## src/rtl/systolic_feeder_if.sv

```systemverilog
// Handshake and array-side bundle for the systolic feeder.
// The slave modport is the feeder's view; master is the producer/array side.
interface systolic_feeder_if #(
  parameter int width = 8,
  parameter int row   = 3,
  parameter int col   = 3
);
  logic                       w_valid;
  logic [col-1:0][width-1:0]  w_data;
  logic                       w_ready;
  logic                       f_valid;
  logic [row-1:0][width-1:0]  f_data;
  logic                       f_last;
  logic                       f_ready;
  logic [col-1:0][width-1:0]  weight_out;
  logic                       ctrl_out;
  logic [row-1:0][width-1:0]  feature_out;
  logic                       busy;
  logic                       done;

  modport slave (
    input  w_valid, w_data, f_valid, f_data, f_last,
    output w_ready, f_ready, weight_out, ctrl_out, feature_out, busy, done
  );

  modport master (
    output w_valid, w_data, f_valid, f_data, f_last,
    input  w_ready, f_ready, weight_out, ctrl_out, feature_out, busy, done
  );
endinterface

```

## src/rtl/systolic_feeder.sv

```systemverilog
// Loads one weight vector per tile, then streams feature vectors into the
// array through per-lane skew chains (lane r delayed r+1 cycles) and flushes.
module systolic_feeder #(
  parameter int width = 8,
  parameter int row   = 3,
  parameter int col   = 3
) (
  input  logic                 clk_in,
  input  logic                 nrst_in,
  systolic_feeder_if.slave     bus
);
  typedef enum logic [1:0] {IDLE, LOAD, STREAM, FLUSH} state_t;

  localparam int                CNT_W      = $clog2(row + col) + 1;
  localparam logic [CNT_W-1:0]  FLUSH_LAST = CNT_W'(row + col - 2);

  state_t                     r_state;
  state_t                     w_state_next;
  logic [CNT_W-1:0]           r_flush_cnt;
  logic [col-1:0][width-1:0]  r_weight;
  logic                       r_done;

  logic w_w_ready;
  logic w_f_ready;
  logic w_ctrl;
  logic w_busy;
  logic w_w_hs;
  logic w_f_hs;
  logic w_shift;
  logic w_flush_end;

  assign w_w_hs      = bus.w_valid & w_w_ready;
  assign w_f_hs      = bus.f_valid & w_f_ready;
  assign w_shift     = (r_state == STREAM) || (r_state == FLUSH);
  assign w_flush_end = (r_state == FLUSH) && (r_flush_cnt == FLUSH_LAST);

  always_ff @(posedge clk_in) begin
    if (!nrst_in) begin
      r_state <= IDLE;
    end else begin
      r_state <= w_state_next;
    end
  end

  always_comb begin
    w_state_next = r_state;
    case (r_state)
      IDLE:    if (w_w_hs) w_state_next = LOAD;
      LOAD:    w_state_next = STREAM;
      STREAM:  if (w_f_hs && bus.f_last) w_state_next = FLUSH;
      FLUSH:   if (w_flush_end) w_state_next = IDLE;
      default: w_state_next = IDLE;
    endcase
  end

  // w_ready is masked while reset is held so every output reads zero then.
  always_comb begin
    w_w_ready = 1'b0;
    w_f_ready = 1'b0;
    w_ctrl    = 1'b0;
    w_busy    = 1'b1;
    case (r_state)
      IDLE: begin
        w_w_ready = nrst_in;
        w_busy    = 1'b0;
      end
      LOAD:    w_ctrl    = 1'b1;
      STREAM:  w_f_ready = 1'b1;
      default: w_busy    = 1'b1;
    endcase
  end

  always_ff @(posedge clk_in) begin
    if (!nrst_in) begin
      r_flush_cnt <= '0;
    end else if (r_state == FLUSH) begin
      r_flush_cnt <= r_flush_cnt + 1'b1;
    end else begin
      r_flush_cnt <= '0;
    end
  end

  always_ff @(posedge clk_in) begin
    if (!nrst_in) begin
      r_weight <= '0;
      r_done   <= 1'b0;
    end else begin
      if (w_w_hs) begin
        r_weight <= bus.w_data;
      end
      r_done <= w_flush_end;
    end
  end

  generate
    for (genvar gi = 0; gi < row; gi++) begin : lane_g
      logic [width-1:0] r_stage [0:gi];

      // Head takes the accepted element or a zero bubble; chains clear outside streaming.
      always_ff @(posedge clk_in) begin
        if (!nrst_in || !w_shift) begin
          for (int i = 0; i <= gi; i++) begin
            r_stage[i] <= '0;
          end
        end else begin
          r_stage[0] <= (r_state == STREAM && w_f_hs) ? bus.f_data[gi] : '0;
          for (int i = 1; i <= gi; i++) begin
            r_stage[i] <= r_stage[i-1];
          end
        end
      end

      assign bus.feature_out[gi] = r_stage[gi];
    end
  endgenerate

  assign bus.w_ready    = w_w_ready;
  assign bus.f_ready    = w_f_ready;
  assign bus.ctrl_out   = w_ctrl;
  assign bus.busy       = w_busy;
  assign bus.done       = r_done;
  assign bus.weight_out = r_weight;
endmodule

```

## src/flat_wrapper.sv

```systemverilog
// flat-port wrapper written by rule: the top's interface ports become plain ports
module systolic_feeder_flat 
#(
  parameter int width = 8,
  parameter int row   = 3,
  parameter int col   = 3
)
  (clk_in, nrst_in, bus_w_valid, bus_w_data, bus_f_valid, bus_f_data, bus_f_last, bus_w_ready, bus_f_ready, bus_weight_out, bus_ctrl_out, bus_feature_out, bus_busy, bus_done);
  systolic_feeder_if #(.width(width), .row(row), .col(col)) bus_i ();
  input  logic clk_in;
  input  logic nrst_in;
  input wire logic [$bits(bus_i.w_valid)-1:0] bus_w_valid;
  input wire logic [$bits(bus_i.w_data)-1:0] bus_w_data;
  input wire logic [$bits(bus_i.f_valid)-1:0] bus_f_valid;
  input wire logic [$bits(bus_i.f_data)-1:0] bus_f_data;
  input wire logic [$bits(bus_i.f_last)-1:0] bus_f_last;
  output wire logic [$bits(bus_i.w_ready)-1:0] bus_w_ready;
  output wire logic [$bits(bus_i.f_ready)-1:0] bus_f_ready;
  output wire logic [$bits(bus_i.weight_out)-1:0] bus_weight_out;
  output wire logic [$bits(bus_i.ctrl_out)-1:0] bus_ctrl_out;
  output wire logic [$bits(bus_i.feature_out)-1:0] bus_feature_out;
  output wire logic [$bits(bus_i.busy)-1:0] bus_busy;
  output wire logic [$bits(bus_i.done)-1:0] bus_done;
  assign bus_i.w_valid = bus_w_valid;
  assign bus_i.w_data = bus_w_data;
  assign bus_i.f_valid = bus_f_valid;
  assign bus_i.f_data = bus_f_data;
  assign bus_i.f_last = bus_f_last;
  assign bus_w_ready = bus_i.w_ready;
  assign bus_f_ready = bus_i.f_ready;
  assign bus_weight_out = bus_i.weight_out;
  assign bus_ctrl_out = bus_i.ctrl_out;
  assign bus_feature_out = bus_i.feature_out;
  assign bus_busy = bus_i.busy;
  assign bus_done = bus_i.done;
  systolic_feeder #(.width(width), .row(row), .col(col)) u_core (.clk_in(clk_in), .nrst_in(nrst_in), .bus(bus_i));
endmodule
```

## config.mk

```make
export PLATFORM = sky130hd
export DESIGN_NAME = systolic_feeder_flat
export DESIGN_NICKNAME = d
export VERILOG_FILES = /design/src/rtl/systolic_feeder_if.sv /design/src/rtl/systolic_feeder.sv /design/src/flat_wrapper.sv
export SDC_FILE = /design/constraint.sdc
export NUM_CORES = 1
export LEC_CHECK = 0
export CAP_MARGIN = 30
export CORE_ASPECT_RATIO = 1.2
export CORE_MARGIN = 4
export CORE_UTILIZATION = 35
export CTS_CLUSTER_DIAMETER = 100
export DETAILED_ROUTE_END_ITERATION = 10
export GPL_TIMING_DRIVEN = 0
export PLACE_DENSITY = 0.7
export SLEW_MARGIN = 15
export SYNTH_ARGS = -nofsm -noshare
export SYNTH_HDL_FRONTEND = slang
export SYNTH_SLANG_ARGS = --single-unit
```

## constraint.sdc

```tcl
create_clock -name clk_in -period 1.43 [get_ports clk_in]
set_input_delay 0.143 -clock clk_in [delete_from_list [all_inputs] [get_ports clk_in]]
set_output_delay 0.143 -clock clk_in [all_outputs]
set_load 0.005 [all_outputs]
```

==> reports/results.ini, run 1 <==
[clock_tree]
hold_buffers=0
htree_num_levels=3
clock_latency_ns=0.34
root_buffer=clkbuf_8
cts_sinks=79
cts_buffers=9
cts_tree=done
cts_buffer_depth=2
clk_pin_slew_ns=0.07

[critical_path]
critPathLaunchType=register
slowest_stage=dfxtp_2
crit_path_end_kind=register
crit_path_frequent_cell=buf_4
worstPathMaxFanout=5
critPathArrivalTime_ns=1.69
worst-endpoint-required_ns=1.69
worstSetupPathType=register to register
r2r_slack_ns=-0.001
cp_cell_sequence=buf_4 > ha_2 > a222oi_1 > buf_4 > mux2i_1
slowest_delay_ns=0.34

[synthesis]
synth-simple-area-share=0.217
syn_nets=320
synth_cells=261
synth-seq-area-share=0.603
synth_top_family_by_area=simple AND/OR/NAND/NOR gates
ys_types=23
mappedNetlistArea_um2=2620
synth-seq-cells=79
yosys_warnings=0
synth_compound_area_frac=0.0601
synth_fa_ha_area_frac=0.0286
syn_avg_cell_area_um2=10.0
synth_xor_area_frac=0.00668
synthMuxAreaShare=0.00382

[sta]
min_period_ns=1.43
worst_slack_ns=-0.00106
tightest_slew_ns=0.419
max-slew-margin-rel=0.721
drv_slew=0
fin_skew_ns=0.00787
worst_hold_slack_ns=0.258
finalCritPeriodShare=1.00
finalHoldViolCount=0
max_freq_mhz=699
setup_violations=1
rsz0062_at_grt=yes

[placement]
pre_cts_slack_ns=-0.181
placed_area_um2=3770
place.gp.congestion=0.771
portBuffers=104
dp_cells=455
dp_hpwl_um=4140

[finish]
postLayoutCoreUtil=0.567
nNetsFinal=439
area_growth_pct=57.4
drive_above_1_share=0.169
fin_cells=475
num_antenna_cells=0
stdcell_area_um2=4130

[worst_hold_path]
min_path_type=input port to register

[die]
start_util=0.360
die_h_um=103
die-width_um=87
rows=34
dieArea_um2=8940
pin_count=106
core_area_um2=7270

[routing]
vias=1965
first_pass_iters=6
routedWlPerCell_um=11.7
viasPerCell=4.14
post-route-drc-count=0
drt_iter0_markers=76
route.antenna.remaining_nets=0
drt_wl_total_um=5550

[global_route]
grt_pass1_vias=1912
use_met1=0.143
grt_max_degree=14
grt.total_usage=0.130
grt_overflow=0
grt_pass1_wl_um=8980
antenna_found_initial=0
met3_usage=0.0376
use_met2=0.225
top_usage_layer=met2

[run_status]
outcome=finished with violations
violations=negative setup slack

[run]
cap_violations=0

[power]
p_leak_nw=1.83
irDropWorstVdd_uv=827
powerDensity_nw_per_um2=1380

## sequential cells by signal (all words and copies together), names as in the netlist
signal                 cells
u_core.bus.weight_out     24
u_core.lane_g.r_stage     48
u_core.r_state             2
u_core.bus.done            1
u_core.r_flush_cnt         4
## cell type report
| type | instances | area [µm²] |
|---|---|---|
| Multi-Input combinational cell | 148 | 875 |
| Tap cell | 90 | 113 |
| Timing Repair Buffer | 108 | 1080 |
| Sequential cell | 79 | 1590 |
| Inverter | 5 | 21.3 |
| Fill cell | 663 | 3150 |
| Clock buffer | 10 | 128 |
| Clock inverter | 6 | 109 |
| Buffer | 29 | 208 |
## final timing paths
check,startpoint,to,depth (start not counted)
worst min register to register,u_core.lane_g[2].r_stage[0][5]$_SDFF_PP0_,u_core.lane_g[2].r_stage[0][13]$_SDFF_PP0_,1
worst max-delay path,u_core.r_state[0]$_SDFFE_PN0P_,u_core.r_state[1]$_SDFFE_PN0P_,5
worst min-delay path,nrst_in,u_core.r_state[0]$_SDFFE_PN0P_,3
worst max register to register,u_core.r_state[0]$_SDFFE_PN0P_,u_core.r_state[1]$_SDFFE_PN0P_,5
## cells in the mapped netlist (all sizes together)
master  count  share of area
clkbuf      7          0.010
o21ai      24          0.046
nand3       1         0.0019
inv         5         0.0072
and3        3         0.0072
xnor2       1         0.0033
mux2i       1         0.0038
a222oi      1         0.0038
ha          6          0.029
nor2        4         0.0057
o211a       1         0.0038
nand3b      1         0.0029
xor2        1         0.0033
buf        22          0.063
nand2      53          0.082
a211o       1         0.0038
o21a        1         0.0029
dfxtp      79           0.60
and2       49           0.12
## timing repair
| action | 4_1_cts | 5_1_grt |
|---|---|---|
| resized for setup | 21 | 25 |
| buffers inserted | 2 | 2 |
| gates cloned | 0 | 0 |
| endpoints found under the setup margin | 65 | 44 |
| pin swaps | 1 | 2 |
## per-stage QoR
step           total power [mW]  TNS (ns)
2_1_floorplan              3.02         0
3_3_place_gp               3.68     -4.46
3_5_place_dp               3.71     -5.84
4_1_cts                    5.73         0
5_1_grt                    6.00   -0.0393
6_report                   5.68  -0.00106
## critical path: cells and delay by family (launching register included)
kind / cells / cell delay (ns)
multiplexers: 1 / 0.16
adder cells (fa/ha/maj): 1 / 0.20
buffers and inverters: 2 / 0.32
flip-flops: 1 / 0.34
AO/OA/AOI/OAI: 1 / 0.33
## kinds of logic after synthesis
family | count (synthesis)
AO/OA/AOI/OAI | 28
multiplexers | 1
flip-flops | 79
XOR/XNOR | 2
buffers and inverters | 34
adder cells (fa/ha/maj) | 6
AND/OR/NAND/NOR | 111
## power by group
group	internal (mW)	switching, mW	leakage (nW)
Combinational	0.744	0.503	1.07
Sequential	2.41	0.112	0.644
Clock	1.16	0.755	0.120
Total	4.31	1.37	1.83
## cells in the final DEF (no fill, tap or decap), types with 2 or more instances in the layout
cell / netlist / final
and2_1: 49 / 49
dfxtp_1: 79 / 73
dlymetal6s2s_1: 0 / 8
clkbuf_2: 0 / 4
inv_2: 0 / 3
clkbuf_1: 7 / 3
nand2_1: 52 / 52
o21ai_1: 10 / 10
bufinv_16: 0 / 3
clkbuf_8: 0 / 9
ha_4: 0 / 3
ha_1: 6 / 2
clkbuf_4: 0 / 2
o21ai_0: 14 / 14
clkinv_2: 0 / 2
nor2_1: 4 / 4
dfxtp_2: 0 / 5
and3_1: 3 / 2
buf_6: 1 / 2
clkdlybuf4s50_1: 0 / 92
dlygate4sd2_1: 0 / 3
buf_4: 20 / 23
## metal layers
metal	part of all wire	wire [µm]
met1	0.40	2210
met2	0.51	2850
met3	0.073	408
met4	0.016	87
met5	0	0
Note: power is estimated with default switching activity, not from simulation.
==> inputs of run 2 (changes only) <==
GPL_ROUTABILITY_DRIVEN = 1   (was not set)
==> results of run 2 <==
Final layout, timing and power as in run 1 (identical DEF).
==> inputs of run 3 (changes only) <==
CORE_MARGIN = not set   (was 4)
PLACE_DENSITY = 0.73   (was 0.7)
==> run 3 against run 2 <==
Against the previous run:
- the run now ends clean
- non-clock buffer count did not move
- first-iteration DRC count fell by 28%
- die area fell by 12%
- sequential power barely moved
- worst setup slack improved by 0.0072 ns
- clock skew fell by 0.0028 ns
- count of clock-buffer cells in the layout fell by 1
- wire length fell by 5.2%
- clock power fell by 13%
- sequential share of layout area rose by 0.40 points
- via count rose by 2.4%
- critical path type unchanged
- highest routed layer unchanged
==> reports/results.ini, run 3 (synthesized netlist as in run 1, its figures left out) <==
[run]
cap_violations=0  ; unchanged

[sta]
setup_violations=0  ; -1
tightest_slew_ns=0.434  ; +0.0149 ns
max-slew-margin-rel=0.711  ; -0.00996
worst_slack_ns=0.00613  ; +0.00718 ns
max_freq_mhz=702  ; +0.50%
rsz0062_at_grt=yes
min_period_ns=1.42  ; -0.00718 ns
finalHoldViolCount=0  ; unchanged
finalCritPeriodShare=0.996  ; -0.00502
drv_slew=0  ; unchanged
fin_skew_ns=0.00504  ; -0.00284 ns
worst_hold_slack_ns=0.251  ; -0.00672 ns

[power]
p_sw_frac=0.267  ; +0.0264
powerDensity_nw_per_um2=1330  ; -3.4%
p_int_mw=3.98  ; -7.6%
switchingPower_mw=1.45  ; +6.2%
power_frac_comb=0.230  ; +0.011
p_leak_nw=1.75  ; -4.5%
irDropWorstVdd_uv=955  ; +15%
p_clk_frac=0.305  ; -0.031
pwr-share-seq=0.464  ; +0.020

[finish]
nNetsFinal=439  ; unchanged
final_common_cell=clkdlybuf4s50_1
num_antenna_cells=0  ; unchanged
fin_cells=475  ; unchanged
final_cell_mix=clkdlybuf4s50_1 (95), dfxtp_1 (73), nand2_1 (52), and2_1 (49), buf_4 (24)
drive_above_1_share=0.174  ; +0.00519
largest-register=u_core.lane_g.r_stage
area_growth_pct=56.0
largest_register_ff_count=48  ; unchanged

[clock_tree]
root_buffer=clkbuf_8
clock_latency_ns=0.34  ; about the same
htree_num_levels=3  ; unchanged
cts_buffers=9  ; unchanged
cts_tree=done
clk_pin_slew_ns=0.08  ; about the same
hold_buffers=0  ; unchanged
cts_buffer_depth=2  ; unchanged
cts_sinks=79  ; unchanged

[die]
pin_count=106  ; unchanged
die_h_um=96.8  ; -5.8%
rows=34  ; unchanged
dieArea_um2=7840  ; -12%
die-width_um=81  ; -6.9%
start_util=0.362  ; +0.00212
core_area_um2=7230  ; -0.58%

[global_route]
grt_overflow=0  ; unchanged
grt_pass1_wl_um=8300  ; -7.5%
grt_max_degree=16  ; +2
grt.total_usage=0.140  ; +0.00938
antenna_found_initial=0  ; unchanged
grt_pass1_vias=1927  ; +0.78%

[placement]
dp_hpwl_um=3900  ; -5.9%
place.gp.congestion=0.749  ; -2.8%
dp_cells=455  ; unchanged
pre_cts_slack_ns=-0.150  ; +0.0314 ns
portBuffers=104  ; unchanged

[routing]
viasPerCell=4.24  ; +2.4%
vias=2013  ; +2.4%
post-route-drc-count=0  ; unchanged
routedWlPerCell_um=11.1  ; -5.2%
drt_iter0_markers=55  ; -28%
first_pass_iters=4  ; -2
route.antenna.remaining_nets=0  ; unchanged
drt_wl_total_um=5260  ; -5.2%

[worst_hold_path]
min_path_type=input port to register

[critical_path]
crit_path_end_kind=register
cp_num_buf_inv=2  ; unchanged
r2r_end=u_core.r_state[1]$_SDFFE_PN0P_
cp_top_family=flip-flops
startpoint=u_core.r_state[1]$_SDFFE_PN0P_
endpoint=u_core.r_state[1]$_SDFFE_PN0P_
slowest_delay_ns=0.35  ; about the same
worstPathMaxFanout=5  ; unchanged
path_depth=5  ; unchanged
worst-endpoint-required_ns=1.69  ; about the same
critPathLaunchType=register
critPathArrivalTime_ns=1.69  ; about the same
r2r_cells=5  ; unchanged
r2r-start=u_core.r_state[1]$_SDFFE_PN0P_
slowest_stage=dfxtp_4
worstSetupPathType=register to register
cp_cell_sequence=buf_4 > ha_2 > a222oi_1 > buf_4 > mux2i_1
r2r_slack_ns=0.006  ; about the same
crit_path_frequent_cell=buf_4

[run_status]
outcome=finished clean

[run 3: power groups by stage]
stage	Clock (mW)	Sequential, mW	Combinational [mW]
5_1_grt	1.81	2.55	1.37
6_report	1.66	2.53	1.25
3_5_place_dp	0	2.55	1.15
2_1_floorplan	0	2.56	0.463
4_1_cts	1.70	2.53	1.23
3_3_place_gp	0	2.55	1.12
[run 3: stage by stage]
| step | setup TNS [ns] | util | power [mW] | area (µm²) |
|---|---|---|---|---|
| floorplan | 0 | - | 3.02 | 2620 |
| global route | -0.155 | 0.566 | 5.73 | 4090 |
| detailed placement | -5.23 | 0.522 | 3.70 | 3770 |
| CTS | 0 | 0.558 | 5.46 | 4040 |
| finish | 0 | 0.566 | 5.44 | 4090 |
| global placement | -4.12 | 0.522 | 3.67 | 3770 |
[run 3: worst min-delay path by stage]
stage,endpoint,start,cells past startpoint
floorplan,u_core.bus.weight_out[10]$_SDFFE_PN0P_,bus_w_data[10],2
global placement,u_core.lane_g[1].r_stage[0][8]$_SDFF_PP0_,u_core.lane_g[1].r_stage[0][0]$_SDFF_PP0_,1
detailed placement,u_core.lane_g[2].r_stage[0][10]$_SDFF_PP0_,u_core.lane_g[2].r_stage[0][2]$_SDFF_PP0_,1
CTS,u_core.r_state[0]$_SDFFE_PN0P_,nrst_in,3
global route,u_core.bus.weight_out[21]$_SDFFE_PN0P_,nrst_in,4
finish,u_core.bus.weight_out[20]$_SDFFE_PN0P_,nrst_in,4
[run 3: worst register-to-register path: stages (launching register included)]
cell      delay (ns)
dfxtp_4         0.35
buf_4           0.15
ha_2            0.19
a222oi_1        0.31
buf_4           0.18
mux2i_1         0.17
[run 3: layer usage]
metal / track usage / wire length (µm) / vias to the layer above
met4: 0.0701 / 104 / 0
met5: 0 / 0 / -
met3: 0.0585 / 451 / 10
li1: - / - / 1036
met2: 0.240 / 2730 / 66
met1: 0.141 / 1980 / 901
[run 3: cell type report]
class,count,area [µm²]
tap,90,113
timing repair buffer,108,1080
buffer,29,205
clock buffer,9,124
inverter,5,21.3
fill,643,3140
multi-input combinational,148,877
sequential,79,1590
clock inverter,7,80.1
[run 3: repair_timing]
item / CTS / global route
pin swaps: 1 / 3
cloned: 0 / 0
setup buffers: 2 / 2
gates resized for setup: 24 / 20
setup endpoints to repair: 66 / 23
==> RTL edit 1, RTL diff (settings of run 2) <==
`col` is set to 3 in 3 places; all go to 6.
--- a/src/rtl/systolic_feeder_if.sv
+++ b/src/rtl/systolic_feeder_if.sv
@@ -3,7 +3,7 @@
 interface systolic_feeder_if #(
   parameter int width = 8,
   parameter int row   = 3,
-  parameter int col   = 3
+  parameter int col   = 6
 );
   logic                       w_valid;
   logic [col-1:0][width-1:0]  w_data;
--- a/src/rtl/systolic_feeder.sv
+++ b/src/rtl/systolic_feeder.sv
@@ -3,7 +3,7 @@
 module systolic_feeder #(
   parameter int width = 8,
   parameter int row   = 3,
-  parameter int col   = 3
+  parameter int col   = 6
 ) (
   input  logic                 clk_in,
   input  logic                 nrst_in,
--- a/src/flat_wrapper.sv
+++ b/src/flat_wrapper.sv
@@ -3,7 +3,7 @@
 #(
   parameter int width = 8,
   parameter int row   = 3,
-  parameter int col   = 3
+  parameter int col   = 6
 )
   (clk_in, nrst_in, bus_w_valid, bus_w_data, bus_f_valid, bus_f_data, bus_f_last, bus_w_ready, bus_f_ready, bus_weight_out, bus_ctrl_out, bus_feature_out, bus_busy, bus_done);
   systolic_feeder_if #(.width(width), .row(row), .col(col)) bus_i ();
Interface: changed (resized bus_w_data and bus_weight_out); port bits go from 106 to 154. No check against the original RTL was run, so the function may have changed too.
==> RTL edit 1 against run 2 <==
  * The run still ends with setup timing left
  * Non-clock buffer count grew 62
  * Sequential cell count grew 25
  * Routed wire length grew 61%
  * Combinational power grew 63%
  * First-iteration DRC count shrank 24%
  * Synthesized area grew 31%
  * Final area grew 38%
  * Core utilization grew 2.6 points
  * Total power grew 41%
  * Clock power grew 32%
  * Setup slack lost 0.025 ns
  * Clock skew shrank 0.0021 ns
  * Largest cell class unchanged
  * Largest power group unchanged
  * Highest routed layer unchanged
==> RTL edit 1: results (changes against run 2) <==
area of combinational cells with multiple inputs=0.001190 sq mm (+36%); sequential cell area fraction in the yosys report=0.6058 (+0.002410); failing checks=setup timing; CTS resizes=36 (+71%); Crit path largest cell delay=0.39 ns (+0.05 ns); standard cell with the maximum stage delay on the critical path=sky130_fd_sc_hd__a222oi_1; leakage power figure=2.266 nW (+24%); ratio of cells with drive above 1 in the final layout=0.1358 (-0.03305); first-pass iteration count of the detailed router=4 (-2); slew of the pin with the lowest slew margin=0.4504 ns (+0.03149 ns); area taken by flip-flops and latches=0.002095 sq mm (+32%); Clk Tree Root Cell=sky130_fd_sc_hd__clkbuf_16; sum of negative setup slack=-0.03519 ns (-0.03414 ns); first-pass GRT wire length=13.32 mm (+48%); smallest hold slack=0.3518 ns (+0.09419 ns); source of the critical timing path=u_core.r_flush_cnt[1]; worst setup margin=-0.02610 ns (-0.02504 ns); largest clock skew in the final design=0.005799 ns (-0.002075 ns); clock buffer and inverter area fraction after layout=0.05491 (-0.002401); half-perimeter wire length after placement=6.487 mm (+57%); Non-CTS buffers=199 (+45%); number of ordinary inverters in the final layout=3 (-2); number of distinct library cells after synthesis=22 (-4.3%); filler instances=857 (+29%); final net count=622 (+42%); number of failing setup endpoints in the final timing report=2 (+1); Logic power comb=2.04 mW (+63%); multi-input gate count=223 (+51%); Synth top cells by count=sky130_fd_sc_hd__dfxtp_1 (104), sky130_fd_sc_hd__nand2_1 (101), sky130_fd_sc_hd__and2_1 (49); peak supply drop=0.0006056 V (-27%); Net Sw Frac=0.2649 (+0.02392); cell area reported after detailed placement=0.005129 sq mm (+36%); non-filler cells in the finished layout=668 (+41%); maximum number of pins on one net before global-route repair=20 (+6); run status=finished with violations; post-synthesis sequential element count=104 (+32%); final wirelength=8.954 mm (+61%); first-iteration detailed-routing DRC count=58 (-24%); drt via density=4.326 (+4.6%); post-placement setup slack=-0.7144 ns (-0.5334 ns); die footprint=0.01148 sq mm (+28%); Non-clock buffering overhead=0.3367 (+0.02410); vias in the first global route=2752 (+44%); RePlAce Congestion=0.7278 (-5.6%); cell types occupying the most area after synthesis=sky130_fd_sc_hd__dfxtp_1 (61%), sky130_fd_sc_hd__nand2_1 (11%), sky130_fd_sc_hd__and2_1 (8.9%)
-- RTL edit 1: changes by cell type in the layout (fill, tap and decap cells not counted), sizes merged, moves of 2 or more --
cell	delta
clkdlybuf4s50	+55
nand2	+48
dfxtp	+25
o21ai	+24
buf	+7
dlymetal6s2s	-7
clkbuf	+5
bufinv	-2
-- RTL edit 1: per-layer routing --
metal	part of all wire	global-route usage	routed length [microns]	vias up
met3	0.079	0.05556	711	15
met1	0.41	0.1714	3689	1282
li1	-	-	-	1493
met5	0	0	0	-
met2	0.49	0.2436	4406	100
met4	0.016	0.05920	147	0
-- RTL edit 1: cells by family (layout without fill, tap and decap cells) --
logic type	count (synthesis)	after routing	synth area share
AO/OA/AOI/OAI	51	51	0.07827
XOR/XNOR	3	3	0.007646
adder cells (fa/ha/maj)	5	5	0.01820
buffers and inverters	40	218	0.06662
flip-flops	104	104	0.6058
multiplexers	1	1	0.002912
AND/OR/NAND/NOR	163	163	0.2206
==> RTL edit 2, RTL diff (settings of run 2) <==
Without the edit above. Make the reset (`nrst_in`) asynchronous in 3 clocked blocks.
--- a/src/rtl/systolic_feeder.sv
+++ b/src/rtl/systolic_feeder.sv
@@ -34,7 +34,7 @@
   assign w_shift     = (r_state == STREAM) || (r_state == FLUSH);
   assign w_flush_end = (r_state == FLUSH) && (r_flush_cnt == FLUSH_LAST);
 
-  always_ff @(posedge clk_in) begin
+  always_ff @(posedge clk_in or negedge nrst_in) begin
     if (!nrst_in) begin
       r_state <= IDLE;
     end else begin
@@ -70,7 +70,7 @@
     endcase
   end
 
-  always_ff @(posedge clk_in) begin
+  always_ff @(posedge clk_in or negedge nrst_in) begin
     if (!nrst_in) begin
       r_flush_cnt <= '0;
     end else if (r_state == FLUSH) begin
@@ -80,7 +80,7 @@
     end
   end
 
-  always_ff @(posedge clk_in) begin
+  always_ff @(posedge clk_in or negedge nrst_in) begin
     if (!nrst_in) begin
       r_weight <= '0;
       r_done   <= 1'b0;
Check against the original RTL: differs if nrst_in is asserted again (counterexample within 4 cycles, from zero or initial values and one cycle with nrst_in low); with nrst_in held inactive, the same outputs for 10 cycles.
==> RTL edit 2 against run 2 <==
  * The flow finishes with violations (hold timing, setup timing)
  * Final area rose by 5.1%
  * Setup slack got worse by 0.085 ns
  * Count of clock-buffer cells in the layout rose by 2
  * Synthesized area rose by 2.7%
  * Routed wire length did not move
  * Largest cell class unchanged
  * Sequential share of layout area rose by 1.6 points
  * Sequential cell count did not move
  * Via count fell by 9.1%
Power is not compared: it rests on default switching activity, and its combinational part moved more than twofold at a synthesized area within 25%.
==> RTL edit 2: results (changes against run 2) <==
run status=finished with violations; failing checks=hold timing, setup timing; RePlAce Congestion=0.6983 (-9.4%); smallest hold slack=-0.1256 ns (-0.3833 ns); vias in the first global route=1790 (-6.4%); ratio of cells with drive above 1 in the final layout=0.2604 (+0.09152); source of the critical timing path=u_core.r_state[0]; first-iteration detailed-routing DRC count=37 (-51%); standard cell with the maximum stage delay on the critical path=sky130_fd_sc_hd__dfrtp_1; first-pass iteration count of the detailed router=4 (-2); number of failing setup endpoints in the final timing report=26 (+25); adder and majority gate portion of the synthesized area=0.02788 (-0.0007586); final wirelength=5.553 mm (unchanged); DR WL met3=397 microns (-2.7%); number of distinct library cells after synthesis=24 (+4.3%); CTS H-Tree Depth=3 (unchanged); met1 Resource Use GR=0.1358 (-0.007582); cell types occupying the most area after synthesis=sky130_fd_sc_hd__dfxtp_1 (36%), sky130_fd_sc_hd__dfrtp_1 (29%), sky130_fd_sc_hd__and2_1 (12%); met2 layer wire length in the routed design=2.780 mm (-2.3%); Biggest register=u_core.lane_g.r_stage; net count after synthesis=263 (-18%); worst setup margin=-0.08615 ns (-0.08509 ns); drt via density=4.175 (+0.93%); GR Layer Usage met3=0.03724 (-0.0003275); Synth Area in Compound Gates=0.01533 (-0.04481); area share of xor/xnor cells in the synthesized design=0.006506 (-0.0001770); Port-buffer cells=105 (+0.96%); top layer reached by signal wires=met4; worst hold-check path type=in -> async; first-pass GRT wire length=8.424 mm (-6.1%); CTS resizes=28 (+33%); fraction of synthesis flops using an asynchronous set or reset pin=0.3924 (+0.3924); maximum number of pins on one net before global-route repair=36 (+22); Crit path largest cell delay=0.40 ns (+0.06 ns); r2r endpoint=u_core.r_state[1]; final net count=393 (-10%); Synth top cells by count=sky130_fd_sc_hd__and2_1 (50), sky130_fd_sc_hd__dfxtp_1 (48), sky130_fd_sc_hd__dfrtp_1 (31); sequential cell area fraction in the yosys report=0.6450 (+0.04164); total global-route track usage=0.1196 (-0.01085); sum of negative setup slack=-1.060 ns (-1.059 ns); largest clock skew in the final design=0.004302 ns (-0.003572 ns); data arrival time at the worst-slack endpoint=1.74 ns (+0.05 ns); buffers inserted during post-CTS setup optimization=7 (+5); slew of the pin with the lowest slew margin=0.7542 ns (+0.3353 ns); half-perimeter wire length after placement=3.881 mm (-6.3%); total stage count of the critical path=4 (-1); final number of hold-violating endpoints=31 (+31); sum of routed wire segments on met1=2.237 mm (+1.1%); met2 track utilization from global routing=0.1934 (-0.03159); total of warnings raised by yosys=0 (unchanged); portion of netlist area occupied by mux cells=0.1059 (+0.1021)
RTL edit 2: changes by cell type after synthesis, sizes merged, moves of 2 or more:
| cell | before | now |
|---|---|---|
| and3 | 3 | 1 |
| buf | 22 | 18 |
| clkbuf | 7 | 4 |
| dfrtp | 0 | 31 |
| dfxtp | 79 | 48 |
| mux2 | 0 | 25 |
| nand2 | 53 | 2 |
| o21ai | 24 | 0 |
RTL edit 2: cell type report:
type | count | area, sq um
plain buffers | 22 | 180.2
repair buffers | 119 | 1179
flip-flops and latches | 79 | 1740
inverters | 6 | 22.52
clock inverters | 3 | 41.29
fillers | 614 | 3022
well taps | 90 | 112.6
clock buffers | 12 | 156.4
multi-input cells | 97 | 905.9
RTL edit 2: cells by family (layout without fill, tap and decap cells):
family | after synthesis | in the layout
xor+xnor | 2 | 2
mux | 25 | 25
fa+ha+maj | 6 | 6
compound gates | 5 | 5
buf+inv | 28 | 162
simple gates | 59 | 59
flops | 79 | 79
RTL edit 2: worst min-delay path by stage:
stage,slack [ns],startpoint,endpoint,cells after the start
5_1_grt,-0.09,nrst_in,u_core.bus.weight_out[20],1
3_5_place_dp,0.25,nrst_in,u_core.bus.weight_out[20],1
6_report,-0.13,nrst_in,u_core.bus.weight_out[20],1
3_3_place_gp,0.41,u_core.lane_g[2].r_stage[0][3],u_core.lane_g[2].r_stage[0][11],1
4_1_cts,-0.13,nrst_in,u_core.bus.weight_out[20],1
2_1_floorplan,-0.15,nrst_in,u_core.bus.done,0
RTL edit 2: per-stage QoR:
step	worst slack [ns]	cells	instance area (sq um)
floorplan	-0.01287	204	2703
global placement	-1.338	399	3866
detailed placement	-0.3183	399	3861
CTS	-0.1118	421	4154
global route	-0.1342	428	4338
finish	-0.08615	428	4338
